### src/rtl/msix_gen_pkg.sv
// Shared widths, FSM state encoding and message payload for the MSI-X generator.
package msix_gen_pkg;

  localparam int unsigned U64   = 64;
  localparam int unsigned U32   = 32;
  localparam int unsigned CNT_W = 16;

  typedef enum logic [1:0] {
    ST_IDLE = 2'd0,
    ST_ARB  = 2'd1,
    ST_SEND = 2'd2
  } msix_state_e;

  // One vector table entry / one outgoing host write.
  typedef struct packed {
    logic [U64-1:0] addr;
    logic [U32-1:0] data;
  } msix_msg_t;

endpackage

### src/rtl/msix_gen_if.sv
// Host dword-write port: valid/ready handshake with 64-bit address and 32-bit data.
interface msix_gen_if;

  logic                           wr_valid;
  logic                           wr_ready;
  logic [msix_gen_pkg::U64-1:0]   wr_addr;
  logic [msix_gen_pkg::U32-1:0]   wr_data;

  modport master (output wr_valid, output wr_addr, output wr_data, input wr_ready);
  modport slave  (input wr_valid, input wr_addr, input wr_data, output wr_ready);

endinterface

### src/rtl/msix_gen_rr_arb.sv
// Combinational round-robin picker: first requesting index after the last grant.
module msix_rr_arb #(
  parameter int unsigned NUM_VEC = 8,
  parameter int unsigned VEC_W   = $clog2(NUM_VEC)
) (
  input  logic [NUM_VEC-1:0] req,
  input  logic [VEC_W-1:0]   last,
  output logic [VEC_W-1:0]   gnt_c,
  output logic               gnt_valid_c
);

  logic [VEC_W-1:0] idx;

  // Scan last+1 .. last+NUM_VEC (mod NUM_VEC); the first hit wins.
  always_comb begin
    gnt_c       = '0;
    gnt_valid_c = 1'b0;
    idx         = '0;
    for (int unsigned i = 1; i <= NUM_VEC; i++) begin
      idx = VEC_W'((32'(last) + i) % NUM_VEC);
      if (!gnt_valid_c && req[idx]) begin
        gnt_c       = idx;
        gnt_valid_c = 1'b1;
      end
    end
  end

endmodule

### src/rtl/msix_gen.sv
// MSI-X message generator: vector table, pending bit array, round-robin send FSM.
module msix_gen
  import msix_gen_pkg::*;
#(
  parameter int unsigned NUM_VEC = 8,
  parameter int unsigned VEC_W   = $clog2(NUM_VEC)
) (
  input  logic               clk,
  input  logic               rst,
  input  logic               cfg_we,
  input  logic [VEC_W-1:0]   cfg_vec,
  input  logic [U64-1:0]     cfg_addr,
  input  logic [U32-1:0]     cfg_data,
  input  logic               cfg_mask,
  input  logic               func_mask,
  input  logic [NUM_VEC-1:0] irq_req,
  msix_gen_if.master         wr_if,
  output logic [NUM_VEC-1:0] pending,
  output logic [CNT_W-1:0]   sent_cnt
);

  msix_state_e        state_q, state_d;
  msix_msg_t          tbl_q [NUM_VEC];
  logic [NUM_VEC-1:0] mask_q;
  logic [NUM_VEC-1:0] pend_q;
  logic [NUM_VEC-1:0] elig_c;
  logic [NUM_VEC-1:0] clr_c;
  logic [VEC_W-1:0]   rr_q;
  logic [VEC_W-1:0]   gnt_c;
  logic               gnt_valid_c;
  logic               grant_c;
  logic               accept_c;
  msix_msg_t          msg_q;
  logic               valid_q;
  logic [CNT_W-1:0]   cnt_q;

  assign elig_c = pend_q & ~mask_q & {NUM_VEC{~func_mask}};

  msix_rr_arb #(.NUM_VEC(NUM_VEC), .VEC_W(VEC_W)) u_arb (
    .req         (elig_c),
    .last        (rr_q),
    .gnt_c       (gnt_c),
    .gnt_valid_c (gnt_valid_c)
  );

  // Next-state and per-cycle control strobes.
  always_comb begin
    state_d  = state_q;
    grant_c  = 1'b0;
    accept_c = 1'b0;
    clr_c    = '0;
    case (state_q)
      ST_IDLE: if (|elig_c) state_d = ST_ARB;
      ST_ARB: begin
        if (gnt_valid_c) begin
          state_d = ST_SEND;
          grant_c = 1'b1;
          clr_c   = NUM_VEC'(1) << gnt_c;
        end else begin
          state_d = ST_IDLE;
        end
      end
      ST_SEND: begin
        if (wr_if.wr_ready) begin
          state_d  = ST_IDLE;
          accept_c = 1'b1;
        end
      end
      default: state_d = ST_IDLE;
    endcase
  end

  // FSM state register.
  always_ff @(posedge clk) begin
    if (rst) state_q <= ST_IDLE;
    else     state_q <= state_d;
  end

  // Vector table: address/data/mask per entry, masks set out of reset.
  always_ff @(posedge clk) begin
    if (rst) begin
      for (int unsigned i = 0; i < NUM_VEC; i++) tbl_q[i] <= '0;
      mask_q <= '1;
    end else if (cfg_we && (32'(cfg_vec) < NUM_VEC)) begin
      tbl_q[cfg_vec]  <= '{addr: cfg_addr, data: cfg_data};
      mask_q[cfg_vec] <= cfg_mask;
    end
  end

  // Pending bits: a new request wins over the grant clear in the same cycle.
  always_ff @(posedge clk) begin
    if (rst) pend_q <= '0;
    else     pend_q <= (pend_q & ~clr_c) | irq_req;
  end

  // Output message register, round-robin pointer and accepted-message counter.
  always_ff @(posedge clk) begin
    if (rst) begin
      valid_q <= 1'b0;
      msg_q   <= '0;
      rr_q    <= VEC_W'(NUM_VEC - 1);
      cnt_q   <= '0;
    end else if (grant_c) begin
      valid_q <= 1'b1;
      msg_q   <= tbl_q[gnt_c];
      rr_q    <= gnt_c;
    end else if (accept_c) begin
      valid_q <= 1'b0;
      cnt_q   <= cnt_q + CNT_W'(1);
    end
  end

  assign wr_if.wr_valid = valid_q;
  assign wr_if.wr_addr  = msg_q.addr;
  assign wr_if.wr_data  = msg_q.data;
  assign pending        = pend_q;
  assign sent_cnt       = cnt_q;

endmodule

### src/flat_wrapper.sv
// flat-port wrapper written by rule: the top's interface ports become plain ports
module msix_gen_flat import msix_gen_pkg::*;
#(
  parameter int unsigned NUM_VEC = 8,
  parameter int unsigned VEC_W   = $clog2(NUM_VEC)
)
  (clk, rst, cfg_we, cfg_vec, cfg_addr, cfg_data, cfg_mask, func_mask, irq_req, pending, sent_cnt, wr_if_wr_valid, wr_if_wr_addr, wr_if_wr_data, wr_if_wr_ready);
  msix_gen_if wr_if_i ();
  input  logic clk;
  input  logic rst;
  input  logic cfg_we;
  input  logic [VEC_W-1:0] cfg_vec;
  input  logic [U64-1:0] cfg_addr;
  input  logic [U32-1:0] cfg_data;
  input  logic cfg_mask;
  input  logic func_mask;
  input  logic [NUM_VEC-1:0] irq_req;
  output logic [NUM_VEC-1:0] pending;
  output logic [CNT_W-1:0] sent_cnt;
  output wire logic [$bits(wr_if_i.wr_valid)-1:0] wr_if_wr_valid;
  output wire logic [$bits(wr_if_i.wr_addr)-1:0] wr_if_wr_addr;
  output wire logic [$bits(wr_if_i.wr_data)-1:0] wr_if_wr_data;
  input wire logic [$bits(wr_if_i.wr_ready)-1:0] wr_if_wr_ready;
  assign wr_if_wr_valid = wr_if_i.wr_valid;
  assign wr_if_wr_addr = wr_if_i.wr_addr;
  assign wr_if_wr_data = wr_if_i.wr_data;
  assign wr_if_i.wr_ready = wr_if_wr_ready;
  msix_gen #(.NUM_VEC(NUM_VEC), .VEC_W(VEC_W)) u_core (.clk(clk), .rst(rst), .cfg_we(cfg_we), .cfg_vec(cfg_vec), .cfg_addr(cfg_addr), .cfg_data(cfg_data), .cfg_mask(cfg_mask), .func_mask(func_mask), .irq_req(irq_req), .wr_if(wr_if_i), .pending(pending), .sent_cnt(sent_cnt));
endmodule
### config.mk
export PLATFORM = sky130hd
export DESIGN_NAME = msix_gen_flat
export DESIGN_NICKNAME = d
export VERILOG_FILES = /design/src/rtl/msix_gen_pkg.sv /design/src/rtl/msix_gen_if.sv /design/src/rtl/msix_gen_rr_arb.sv /design/src/rtl/msix_gen.sv /design/src/flat_wrapper.sv
export SDC_FILE = /design/constraint.sdc
export NUM_CORES = 1
export LEC_CHECK = 0
export ABC_AREA = 1
export CORE_ASPECT_RATIO = 1.5
export CORE_MARGIN = 10
export CORE_UTILIZATION = 43
export CTS_CLUSTER_SIZE = 28
export DETAILED_ROUTE_END_ITERATION = 10
export SYNTH_ARGS = -nofsm -noshare
export SYNTH_HDL_FRONTEND = slang
export SYNTH_HIERARCHICAL = 1
export SYNTH_SLANG_ARGS = --single-unit
### constraint.sdc
create_clock -name clk -period 5.6 [get_ports clk]
set_input_delay 0.56 -clock clk [delete_from_list [all_inputs] [get_ports clk]]
set_output_delay 0.56 -clock clk [all_outputs]
set_load 0.03 [all_outputs]
== Word level (Yosys, flattened, before mapping) ==
Memories as Yosys holds them, arrays and structs flattened. A register that Yosys moved wholly into a read port is not among the register bits.
Cells that the tools add are included.

* Output and inout port bits: 121
* RAM bits: 768
* Memories kept: 1
* Word-level logic and storage cells: 115
* Flip-flop bits (word level): 38
* Input bits: 113

* Eq/ne operators: 4
* Bitwise logic cells: 8
* Mux-type cells: 55
* Reductions and logical operators: 21
* Magnitude comparators: 10
* Shift-type cells: 1
* Add/sub/neg operators: 9

{| class="wikitable"
|+ Memories
! memory !! depth !! width !! read ports !! clocked after Yosys merged registers in !! write ports !! line !! RTL
|-
| u_core.tbl_q || 8 || 96 || 1 || 1 || 8 || msix_gen.sv:23 || <nowiki>msix_msg_t tbl_q [NUM_VEC];</nowiki>
|}

{| class="wikitable"
|+ Operator list
! cell !! number
|-
| 96-bit 2-to-1 mux || 1
|-
| 96-bit OR reduction || 1
|-
| 3-bit by 4-bit < comparator with 1-bit output, second input constant || 9
|-
| 1-bit 2-to-1 mux || 29
|-
| 3-bit 2-to-1 mux || 9
|-
| 8-bit AND || 3
|-
| 1-bit binary-select mux with 3-bit select || 8
|-
| 16-bit by 1-bit adder with 16-bit output, second input constant || 1
|-
| 8-bit 2-to-1 mux || 2
|-
| 8-bit NOT || 2
|-
| 3-bit adder, second input constant || 4
|-
| 8-bit bitwise mux || 1
|-
| 1-bit logical AND || 8
|-
| 8-bit bitwise OR || 1
|-
| 8-bit OR reduction || 1
|-
| 1-bit by 3-bit << shifter with 8-bit output, first input constant || 1
|-
| 1-bit logical NOT || 7
|-
| 3-bit by 1-bit adder with 3-bit output, second input constant || 2
|-
| 3-bit by 2-bit adder with 3-bit output, second input constant || 2
|-
| 2-bit 2-to-1 mux || 3
|-
| 2-bit one-hot mux with 3 select lines || 1
|-
| 2-bit AND reduction || 2
|-
| 1-bit demux with 3-bit select || 1
|-
| 3-bit by 1-bit >= comparator with 1-bit output, second input constant || 1
|-
| 7 further kinds || 8
|}

== Logic depth before layout (Yosys ltp) ==
Gate-level depths: netlist of the first run.

* Word-level depth: 33
* Gate-level depth with buffers: 25
* Mapped depth without buffers: 23

== Modules after synthesis ==
The synthesis of the first run kept the hierarchy.

{| class="wikitable"
|+ By module, submodules not included
! module !! cells an instance !! area an instance (µm²) !! seq. area each (µm²) !! instances
|-
| msix_gen || 3,741 || 37,302.0 || 25,744.7 || 1
|-
| msix_rr_arb || 143 || 777.0 || 0.0 || 1
|}

== Worst setup path after synthesis of the first run ==
OpenSTA, ideal clock, no wires.

* Path kind: input port to flip-flop
* Start: input rst
* End: memory u_core/tbl_q[2][0] (netlist bit) (enable)
* Buffers on the path: 3
* Stages on the path: 6
* Required time: 5.142 ns
* Slack: 1.639 ns
* Data arrival time: 3.504 ns
* Setup time: 0.458 ns
* Cell sequence: buf_2 -> inv_2 -> nand4_1 -> buf_2 -> buf_2 -> nand2_1

{| class="wikitable"
|+ RTL lines
! what !! line !! RTL
|-
| start: declaration || flat_wrapper.sv:10 || <nowiki>input logic rst;</nowiki>
|-
| end: declaration || msix_gen.sv:23 ||
|}

== Final worst setup path of the first run ==
* Start: register u_core.rr_q[0]
* End: register, netlist name u_core/wr_if.wr_addr[21]

* Elaborated cells between the ends (all ways): 56
* Those cells by class: add/sub (8); mux (34); reduce/logical (14)

{| class="wikitable"
|+ RTL lines
! what !! line !! RTL
|-
| start: declaration || msix_gen.sv:28 || <nowiki>logic [VEC_W-1:0] rr_q;</nowiki>
|-
| start signal: assignment || msix_gen.sv:101 || <nowiki>rr_q <= VEC_W'(NUM_VEC - 1);</nowiki>
|-
| start signal: assignment || msix_gen.sv:106 || <nowiki>rr_q <= gnt_c;</nowiki>
|-
| 3-bit by 1-bit adder with 3-bit output || msix_gen_rr_arb.sv:20 || <nowiki>idx = VEC_W'((32'(last) + i) % NUM_VEC);</nowiki>
|-
| 1-bit binary-select mux with 3-bit select || msix_gen_rr_arb.sv:21 || <nowiki>if (!gnt_valid_c && req[idx]) begin</nowiki>
|-
| 1-bit 2-to-1 mux (not written as such) || msix_gen_rr_arb.sv:21 ||
|-
| 1-bit 2-to-1 mux || msix_gen_rr_arb.sv:21 ||
|-
| 1-bit logical NOT || msix_gen_rr_arb.sv:21 ||
|-
| 1-bit logical AND || msix_gen_rr_arb.sv:21 ||
|-
| 1-bit 2-to-1 mux || msix_gen_rr_arb.sv:21 ||
|-
| 1-bit logical NOT || msix_gen_rr_arb.sv:21 ||
|-
| (+10 left out) || - ||
|-
| 1-bit 2-to-1 mux || msix_gen_rr_arb.sv:21 ||
|-
| 1-bit logical NOT || msix_gen_rr_arb.sv:21 ||
|-
| 1-bit logical AND || msix_gen_rr_arb.sv:21 ||
|-
| 1-bit 2-to-1 mux || msix_gen_rr_arb.sv:21 ||
|-
| 1-bit logical NOT || msix_gen_rr_arb.sv:21 ||
|-
| 1-bit logical AND || msix_gen_rr_arb.sv:21 ||
|-
| 3-bit 2-to-1 mux (*) || msix_gen_rr_arb.sv:21 ||
|-
| named net u_core.gnt_c[0] || msix_gen.sv:29 || <nowiki>logic [VEC_W-1:0] gnt_c;</nowiki>
|}

Mark *: on every way through the listed nets, which the timed path passes. The rest lies on a longest branch. The select of a mux whose other input is x is not followed.
A chain may end at the register's enable or synchronous reset.

==> qor.csv, run 1 <==
stage;metric;value;unit
clocking;cts_inserted_buffers;87;
floorplan;fp.coreArea;0.08770;mm2
global_routing;grt_pass1_wl;171700;um
setup_path;endpoint_kind;flop;
sta;tns;0;ps
clocking;numClockSinks;902;
floorplan;die_area;0.1011;mm2
power_and_ir_drop;p_seq_share;45.2;%
clocking;clock_path_buffers;3;
sta;fin_crit;4352;ps
drt;wl_met3;7141;um
power_and_ir_drop;power_frac_clock;33.9;%
layout;drive_gt1_share;5.445;%
drt;drt_iter0_drc;2114;
sta;period_share;77.72;%
clocking;clock_latency;670;ps
power_and_ir_drop;p_leak;0.01762;uW
sta;finalMaxSlewViolations;0;
power_and_ir_drop;power.density;389.2;mW/mm2
drt;viasPerCell;5.340;
layout;final_util;50.71;%
setup_path;timing_worst_setup_path_type;reg -> reg;
clocking;root_buffer;clkbuf_16;
sta;skew;23.94;ps
setup_path;r2r_setup_slack;1250;ps
setup_path;cp.required;6190;ps
run;cap_violations;0;
run_status;outcome;finished clean;
global_routing;antenna_found_initial;1;
global_routing;first_global_vias;27680;
drt;maxUsedRoutingLayer;met4;
setup_path;critPathArrivalTime;4940;ps
floorplan;die_x;263.0;um
yosys;yosys-top-cells-area;edfxtp_1, nand2_1, nor2_1, dfxtp_1, nand4_1;
yosys;seq_area_frac_synth;67.61;%
power_and_ir_drop;internal_power;12080;uW
sta;rsz0062_at_grt;false;
drt;wl_met2;57160;um
drt;detail-route-antenna-nets;0;
power_and_ir_drop;power.switching;5234;uW
min_path;hp-start;irq_req[7];
setup_path;rr_worst_depth;20;
setup_path;reg2reg_from;u_core/rr_q[0]$_SDFFE_PP1P_;
yosys;yosysMostFrequentCell;nand2_1;
min_path;holdPathEnd;u_core/pending[7]$_SDFF_PP0_;
yosys;yosysTopAreaCell;edfxtp_1;
sta;worstMarginPinSlew;1087;ps
setup_path;path_max_fanout;58;
drt;routed_wl;114300;um
floorplan;rows;133;
yosys;ys_warn_count;6;
global_routing;gr-total-overflow;0;
clocking;cts_tree;done;
drt;wl_met1;47090;um
setup_path;startpoint_type;flop;
clocking;cts_hold_buf;0;
floorplan;initial_core_util;43.42;%
layout;fillers;7945;
place;gp_congestion;0.8131;
sta;hold_viol;0;
place;portBuffers;233;
drt;drc_errors;0;
yosys;yosysTopAreaCellShare;60.56;%
drt;routedWlPerCell;21.72;um
clocking;path_clk_slew;60;ps
drt;vias;28100;
yosys;synth-async-reset-ratio;0;%
setup_path;r2r-end;u_core/wr_if.wr_addr[21]$_SDFFE_PP0P_;
place;place_hpwl;59540;um
drt;dr.pass1.iters;5;
power_and_ir_drop;switching_share;30.24;%
yosys;avgSynthCellArea;9.804;um2
sta;max_freq;229.8;MHz
yosys;syn_inst;3884;
sta;final-setup-viol-count;0;
power_and_ir_drop;combPwrFrac;21.0;%
yosys;synthDistinctLibCells;32;
yosys;synth_edf_count;768;
clocking;cts_setup_buffers;0;
min_path;worstHoldPathType;in -> reg;
layout;fin_nets;4155;
floorplan;die_h;384.5;um
yosys;synthTopCellsByCount;nand2_1, nor2_1, edfxtp_1;
yosys;synth.net_count;4000;
power_and_ir_drop;vdd_ir_drop_max;0.4774;mV
yosys;ys.flop_type;edfxtp_1;
layout;syn2layout_area_growth;16.79;%
sta;slew_headroom;27.52;%
clocking;h-tree-depth;3;
min_path;whs_path_depth;3;
yosys;synth_seq_cells;902;
floorplan;io_pins;234;
global_routing;grt_usage;22.05;%
global_routing;grt_max_degree;113;
clocking;ctsResizeCount;0;
yosys;syn_area;0.03808;mm2
[worst max-delay path by stage]
stage / start / endpoint / slack [ps] / cells after the start
finish: u_core/rr_q[0]$_SDFFE_PP1P_ / u_core/wr_if.wr_addr[21]$_SDFFE_PP0P_ / 1250 / 20
global placement: func_mask / u_core/wr_if.wr_data[31]$_SDFFE_PP0P_ / 1280 / 22
global route: u_core/rr_q[0]$_SDFFE_PP1P_ / u_core/wr_if.wr_addr[55]$_SDFFE_PP0P_ / 880 / 22
detailed placement: func_mask / u_core/wr_if.wr_data[31]$_SDFFE_PP0P_ / 1160 / 22
CTS: u_core/rr_q[0]$_SDFFE_PP1P_ / u_core/wr_if.wr_data[31]$_SDFFE_PP0P_ / 1280 / 20
floorplan: rst / u_core/tbl_q[2][0]$_SDFFCE_PN0P_ / 1640 / 6
[power by group through the flow]
stage	Combinational (uW)	Sequential (uW)	Clock (uW)
final	3630	7820	5860
after global routing	4000	7850	6210
after CTS	3660	7820	5960
after detailed placement	3640	7960	0
after global placement	3630	7950	0
after floorplan	2340	8020	0
[cells in the final DEF (no fill, tap or decap), drive strengths merged]
| master | netlist | routed |
|---|---|---|
| nor3b | 1 | 1 |
| dfxtp | 134 | 134 |
| diode | 0 | 1 |
| xnor2 | 2 | 2 |
| a31oi | 9 | 9 |
| nor3 | 6 | 6 |
| o22a | 1 | 1 |
| clkdlybuf4s50 | 0 | 233 |
| ha | 3 | 3 |
| clkbuf | 80 | 125 |
| bufinv | 0 | 6 |
| nand3b | 2 | 2 |
| nand2 | 1263 | 1263 |
| a21oi | 22 | 22 |
| nand4 | 203 | 203 |
| o211ai | 2 | 2 |
| nand3 | 149 | 149 |
| inv | 258 | 261 |
| xor2 | 1 | 1 |
| clkinv | 0 | 24 |
| buf | 138 | 51 |
| edfxtp | 768 | 768 |
| o21ai | 15 | 15 |
| nor2 | 827 | 827 |
| clkinvlp | 0 | 6 |
[routing by layer]
| metal | up-vias | GRT usage, % |
|---|---|---|
| met5 | - | 0 |
| met4 | 0 | 7.559 |
| met3 | 178 | 2.880 |
| met2 | 1005 | 38.68 |
| met1 | 13890 | 27.66 |
| li1 | 13030 | - |
[stage by stage]
stage / hold slack (ps) / instance area (um2) / instances / worst slack [ps] / total power, uW
finish: 450.8 / 44470 / 5262 / 1248 / 17310
global placement: 452.6 / 41650 / 5097 / 1280 / 11580
detailed placement: 458.0 / 41650 / 5097 / 1162 / 11600
floorplan: 434.7 / 38080 / 3884 / 1639 / 10350
CTS: 411.6 / 44470 / 5261 / 1278 / 17440
global route: 446.9 / 44470 / 5262 / 877.5 / 18060
[cell families after synthesis]
kind of cell    after synthesis  share of synthesized area, %
compound gates               49                        0.7360
simple gates               2451                         26.32
flops                       902                         67.61
buf+inv                     476                         5.103
fa+ha+maj                     3                       0.09858
xor+xnor                      3                        0.1380
[flip-flops by register name, indices dropped and copies added (netlist names)]
signal                 flops
u_core/mask_q              8
u_core/pending             8
u_core/wr_if.wr_addr      64
u_core/rr_q                3
u_core/sent_cnt           16
u_core/tbl_q             768
u_core/state_q             2
u_core/wr_if.wr_data      32
u_core/wr_if.wr_valid      1
[area by class of cell]
type / count / area [um2] / share of cell area, %
sequential: 902 / 25740 / 57.89
multi-input combinational: 2506 / 10500 / 23.60
timing repair buffer: 284 / 2990 / 6.724
clock buffer: 125 / 2421 / 5.444
tap: 1147 / 1435 / 3.227
inverter: 258 / 980.9 / 2.206
clock inverter: 39 / 401.6 / 0.9031
antenna: 1 / 2.502 / 0.005627
[critical path, stage by stage (launching register included)]
cell and delay [ps]:
dfxtp_1 620, inv_2 230, ha_1 460, inv_2 140, nand3_1 110, nand3_1 110, nand2_2 120, nor2_4 140
nand4_4 110, nor2_4 170, nand4_1 110, nand3_1 290, nand2_1 220, inv_6 490, buf_4 390, nand2_1 100
nand4_1 100, nand2_1 60, nand3_1 90, nand2_1 50, inv_1 60
Note: power is estimated with default switching activity, not from simulation.
==> run 2, diff against run 1 <==
Clock period 5.6 ns to 3.7 ns, I/O delays scaled along.
==> run 2 against run 1 <==
  * Worst setup slack lost 920 ps
  * Via count grew 1.2%
  * Count of clock-buffer cells in the layout grew 3
  * Largest cell class unchanged
  * Routed wire length grew 1.0%
  * Largest power group unchanged
  * Critical path type unchanged
  * Highest routed layer is now met5
  * Maximum frequency grew 29%
==> qor.csv, run 2 (same netlist as run 1, synthesis figures left out) <==
stage;metric;value;unit
run_status;outcome;finished clean;
global_routing;use_met3;3.467;%
setup_path;slowest_stage;a31oi_1;
place;gp_congestion;0.8269;
sta;finalMaxSlewViolations;0;
global_routing;antenna_found_initial;2;
clocking;path_clk_slew;60;ps
power_and_ir_drop;power.density;592.1;mW/mm2
place;placed_area;0.04253;mm2
setup_path;path_max_fanout;25;
setup_path;startpoint_type;flop;
floorplan;io_pins;234;
run;cap_violations;0;
sta;skew;31.17;ps
sta;hold_viol;0;
sta;final.setup.worst_slack;332.1;ps
clocking;cts_hold_buf;0;
setup_path;cp.required;4290;ps
layout;syn2layout_area_growth;18.74;%
clocking;root_buffer;clkbuf_16;
layout;drive_gt1_share;6.628;%
setup_path;timing_worst_setup_path_type;reg -> reg;
min_path;whs_path_depth;3;
drt;drc_errors;0;
floorplan;fp.coreArea;0.08770;mm2
sta;final-setup-viol-count;0;
place;placed_cells;5155;
sta;period_share;91.02;%
clocking;cts_setup_buffers;0;
global_routing;grt_busiest_layer;met2;
drt;routedWlPerCell;21.74;um
setup_path;worstPathCellList;inv_4 > ha_2 > inv_2 > nand3_1 > nand2_1 > nor2_1 > a31oi_1 > inv_1 > nand3_1 > nand3_1 > buf_4 > nor2_4 > buf_12 > buf_12 > nand2_1 > nand4_1 > nand2_1 > nand3_1 > nand2_1 > inv_1;
setup_path;critPathArrivalTime;3960;ps
global_routing;grt_max_degree;103;
power_and_ir_drop;vdd_ir_drop_max;0.4234;mV
sta;rsz0062_at_grt;false;
power_and_ir_drop;p_leak;0.01802;uW
clocking;ctsResizeCount;0;
place;portBuffers;233;
drt;routed_wl;115500;um
clocking;clock_latency;660;ps
sta;tns;0;ps
layout;final_util;51.56;%
layout;n_antenna_cell;0;
floorplan;die_area;0.1011;mm2
layout;max_flop_register;u_core/tbl_q;
drt;drt_iter0_drc;2264;
layout;fin_area;0.04522;mm2
global_routing;met1_usage;27.69;%
layout;final_cell_count_no_fill;5311;
global_routing;grt_usage;22.23;%
setup_path;rr_worst_depth;20;
sta;slew_headroom;40.80;%
place;pre_cts_ws;70.72;ps
drt;dr.pass1.iters;5;
floorplan;initial_core_util;43.42;%
floorplan;rows;133;
layout;largest_reg_flops;768;
drt;vias;28430;
setup_path;critPathMaxStageDelay;380;ps
clocking;cts_tree;done;
layout;layout_common_cells;nand2_1, nor2_1, edfxtp_1, inv_1, clkdlybuf4s50_1;
clocking;clock_path_buffers;3;
drt;detail-route-antenna-nets;0;
layout;mostFrequentLayoutCell;nand2_1;
sta;fin_crit;3368;ps
global_routing;first_global_vias;28230;
sta;max_freq;296.9;MHz
setup_path;r2r_setup_slack;330;ps
clocking;cts_inserted_buffers;85;
global_routing;met2_usage;38.86;%
global_routing;grt_pass1_wl;173300;um
clocking;numClockSinks;902;
clocking;h-tree-depth;3;
floorplan;die_x;263.0;um
sta;worstMarginPinSlew;888.0;ps
drt;viasPerCell;5.353;
place;place_hpwl;63020;um
floorplan;die_h;384.5;um
min_path;worstHoldPathType;in -> reg;
global_routing;gr-total-overflow;0;
setup_path;endpoint_kind;flop;
layout;fin_nets;4211;
-- run 2: changes by cell type in the layout (fill, tap and decap cells not counted), sizes merged --
cell | previous run | this run
buf | 51 | 109
clkinv | 24 | 19
clkinvlp | 6 | 1
clkbuf | 125 | 128
bufinv | 6 | 4
diode | 1 | 0
inv | 261 | 262
-- run 2: final timing paths --
path                            startpoint                                    end
max            u_core/rr_q[0]$_SDFFE_PP1P_  u_core/wr_if.wr_addr[30]$_SDFFE_PP0P_
min                             irq_req[3]           u_core/pending[3]$_SDFF_PP0_
max reg2reg    u_core/rr_q[0]$_SDFFE_PP1P_  u_core/wr_if.wr_addr[30]$_SDFFE_PP0P_
min reg2reg  u_core/mask_q[1]$_SDFFE_PP1P_          u_core/mask_q[1]$_SDFFE_PP1P_
-- run 2: worst max-delay path, delay by kind of cell, from the launching register on --
| family | cells | cell delay, ps |
|---|---|---|
| simple gates | 11 | 1070 |
| compound gates | 1 | 380 |
| flops | 1 | 330 |
| fa+ha+maj | 1 | 360 |
| buf+inv | 7 | 1130 |
-- run 2: through the flow --
stage               hold WS, ps  power [uW]
CTS                       246.6       26940
floorplan                 434.7       15660
detailed placement        453.9       18400
global placement          449.5       18370
finish                    280.8       26770
global route              287.2       27900
-- run 2: cell type report --
cell class / count / area, um2
clock buffers: 128 / 2401
clock inverters: 28 / 267.8
fillers: 7890 / 42480
inverters: 258 / 983.4
multi-input cells: 2506 / 10500
flip-flops and latches: 902 / 25740
well taps: 1147 / 1435
repair buffers: 342 / 3880
-- run 2: per-layer routing --
metal / up-vias / share of wire, % / wire length [um]
met3: 218 / 7.1 / 8155
li1: 13130 / - / -
met4: 4 / 2.8 / 3198
met5: - / 0.023 / 27
met2: 1091 / 49 / 57030
met1: 13990 / 41 / 47070
-- run 2: report_power, final --
group	internal (uW)	switching, uW	total (uW)
registers	11600	203	11800
clock network	4780	3800	8580
logic	2320	4040	6370
total	18700	8050	26800
==> run 3, diff against run 2 <==
Settings changed: CTS_BUF_LIST set to sky130_fd_sc_hd__clkbuf_4 sky130_fd_sc_hd__clkbuf_8, DONT_BUFFER_PORTS set to 1.
==> run 3 against run 2 <==
  * First-iteration DRC count decreased by 1.9%
  * Core utilization decreased by 1.5 points
  * Critical path depth decreased by 14
  * Power decreased by 0.99%
  * Die area unchanged
  * Hold slack got worse by 19 ps
  * Worst setup slack got worse by 230 ps
  * Combinational power decreased by 12%
  * Global-route usage increased by 0.44 points
  * Final cell count decreased by 0.62%
  * Critical path type is now in -> reg
  * Largest cell class unchanged
==> qor.csv, run 3 (same netlist as run 1, synthesis figures left out) <==
stage;metric;value;unit
clocking;path_clk_slew;60;ps
floorplan;rows;133;
floorplan;io_pins;234;
layout;drive_gt1_share;9.239;%
clocking;cts_inserted_buffers;141;
run;cap_violations;0;
layout;max_flop_register;u_core/tbl_q;
layout;mostFrequentLayoutCell;nand2_1;
floorplan;die_x;263.0;um
sta;final.setup.worst_slack;104.7;ps
floorplan;fp.coreArea;0.08770;mm2
drt;vias;28360;
layout;final_cell_count_no_fill;5278;
floorplan;die_h;384.5;um
setup_path;timing_worst_setup_path_type;in -> reg;
layout;syn2layout_area_growth;15.19;%
floorplan;die_area;0.1011;mm2
sta;skew;36.70;ps
global_routing;grt_max_degree;103;
sta;max_freq;278.1;MHz
floorplan;initial_core_util;43.42;%
drt;drc_errors;0;
global_routing;gr-total-overflow;0;
place;place_hpwl;61860;um
run_status;outcome;finished clean;
setup_path;worstPathCellList;dlygate4sd3_1 > inv_6 > nand4_1 > buf_4 > buf_4 > nor2_1;
sta;fin_crit;3595;ps
layout;largest_reg_flops;768;
sta;hold_viol;0;
global_routing;grt_pass1_wl;174000;um
global_routing;first_global_vias;28080;
clocking;root_buffer;clkbuf_8;
layout;fin_nets;4120;
power_and_ir_drop;power.density;604.3;mW/mm2
min_path;worstHoldPathType;in -> reg;
place;portBuffers;0;
sta;slew_headroom;20.10;%
drt;routed_wl;116500;um
drt;detail-route-antenna-nets;0;
drt;drt_iter0_drc;2222;
sta;final-setup-viol-count;0;
place;gp_congestion;0.8387;
clocking;cts_setup_buffers;0;
setup_path;critPathMaxStageDelay;1160;ps
setup_path;critPathArrivalTime;4120;ps
sta;period_share;97.17;%
setup_path;cpMostUsedCell;buf_4;
min_path;whs_path_depth;3;
drt;dr.pass1.iters;5;
power_and_ir_drop;p_leak;0.01767;uW
setup_path;slowest_stage;dlygate4sd3_1;
clocking;numClockSinks;902;
place;placed_area;0.03973;mm2
setup_path;endpoint_kind;flop;
drt;routedWlPerCell;22.07;um
clocking;clock_path_buffers;3;
place;placed_cells;4900;
sta;worstMarginPinSlew;1198;ps
layout;regArea;0.02574;mm2
layout;layout_common_cells;nand2_1, nor2_1, edfxtp_1, inv_1, nand4_1;
clocking;h-tree-depth;4;
global_routing;grt_usage;22.67;%
clocking;cts_tree;done;
place;pre_cts_ws;191.0;ps
power_and_ir_drop;vdd_ir_drop_max;0.5175;mV
drt;viasPerCell;5.372;
layout;fin_area;0.04386;mm2
sta;tns;0;ps
global_routing;antenna_found_initial;11;
layout;fillers;8030;
setup_path;path_max_fanout;66;
sta;finalMaxSlewViolations;0;
setup_path;rr_worst_depth;22;
clocking;clock_latency;850;ps
setup_path;cp.required;4220;ps
setup_path;startpoint_type;primary input;
layout;multi_input_area;0.01055;mm2
[run 3: cell types whose count changed in the layout (fill, tap and decap cells not counted), moves of 5 or more]
cell	previous run	this run
buf_4	50	57
clkinv_1	7	21
diode_2	0	7
clkbuf_4	0	54
clkbuf_1	34	0
clkinvlp_4	1	6
buf_12	58	30
clkbuf_16	87	0
clkbuf_8	7	160
nand2_8	0	5
nand2_4	12	7
clkdlybuf4s50_1	233	0
dlygate4sd3_1	0	108
[run 3: timing repair]
item                                    CTS  global route
resized for setup                         0             2
endpoints found under the hold margin   812             0
hold buffers                            108             0
endpoints found under the setup margin    0            60
[run 3: metrics by stage]
| step | total power (uW) | util (%) | hold slack, ps |
|---|---|---|---|
| finish | 26510 | 50.02 | 261.4 |
| global route | 27760 | 50.01 | 203.9 |
| floorplan | 15660 | - | 434.7 |
| global placement | 17630 | 45.30 | 445.5 |
| CTS | 26750 | 49.99 | 180.6 |
| detailed placement | 17670 | 45.30 | 445.3 |
[run 3: worst max-delay path: cells and delay by family]
kind	cells	cell delay, ps
and+or+nand+nor	2	450
buffers and inverters	4	3110
[run 3: cell type report]
class | count | area share (%)
Antenna cell | 7 | 0.03993
Clock buffer | 214 | 5.945
Clock inverter | 49 | 0.9584
Inverter | 258 | 2.236
Multi-Input combinational cell | 2506 | 24.05
Sequential cell | 902 | 58.69
Tap cell | 1147 | 3.272
Timing Repair Buffer | 195 | 4.809
[run 3: routing by layer]
metal	wire length [um]	vias up	share of wire (%)	track usage, %
met1	45750	14030	39	26.69
met5	51	-	0.044	0
met2	58380	1075	50	39.83
li1	-	12990	-	-
met4	3566	8	3.1	8.466
met3	8730	248	7.5	5.181
[run 3: worst paths after layout]
check | startpoint | end | slack [ps]
max reg2reg | u_core/rr_q[1]$_SDFFE_PP1P_ | u_core/wr_if.wr_addr[21]$_SDFFE_PP0P_ | 260
min | irq_req[0] | u_core/pending[0]$_SDFF_PP0_ | 260
max | rst | u_core/tbl_q[4][29]$_SDFFCE_PN0P_ | 100
min reg2reg | u_core/mask_q[5]$_SDFFE_PP1P_ | u_core/mask_q[5]$_SDFFE_PP1P_ | 460
[run 3: where the power goes]
| group | internal [uW] | leakage [uW] | switching, uW | total, uW |
|---|---|---|---|---|
| Sequential | 11600 | 0.00844 | 325 | 12000 |
| Combinational | 1790 | 0.00764 | 3790 | 5590 |
| Clock | 4950 | 0.00159 | 4020 | 8970 |
| Total | 18400 | 0.0177 | 8140 | 26500 |
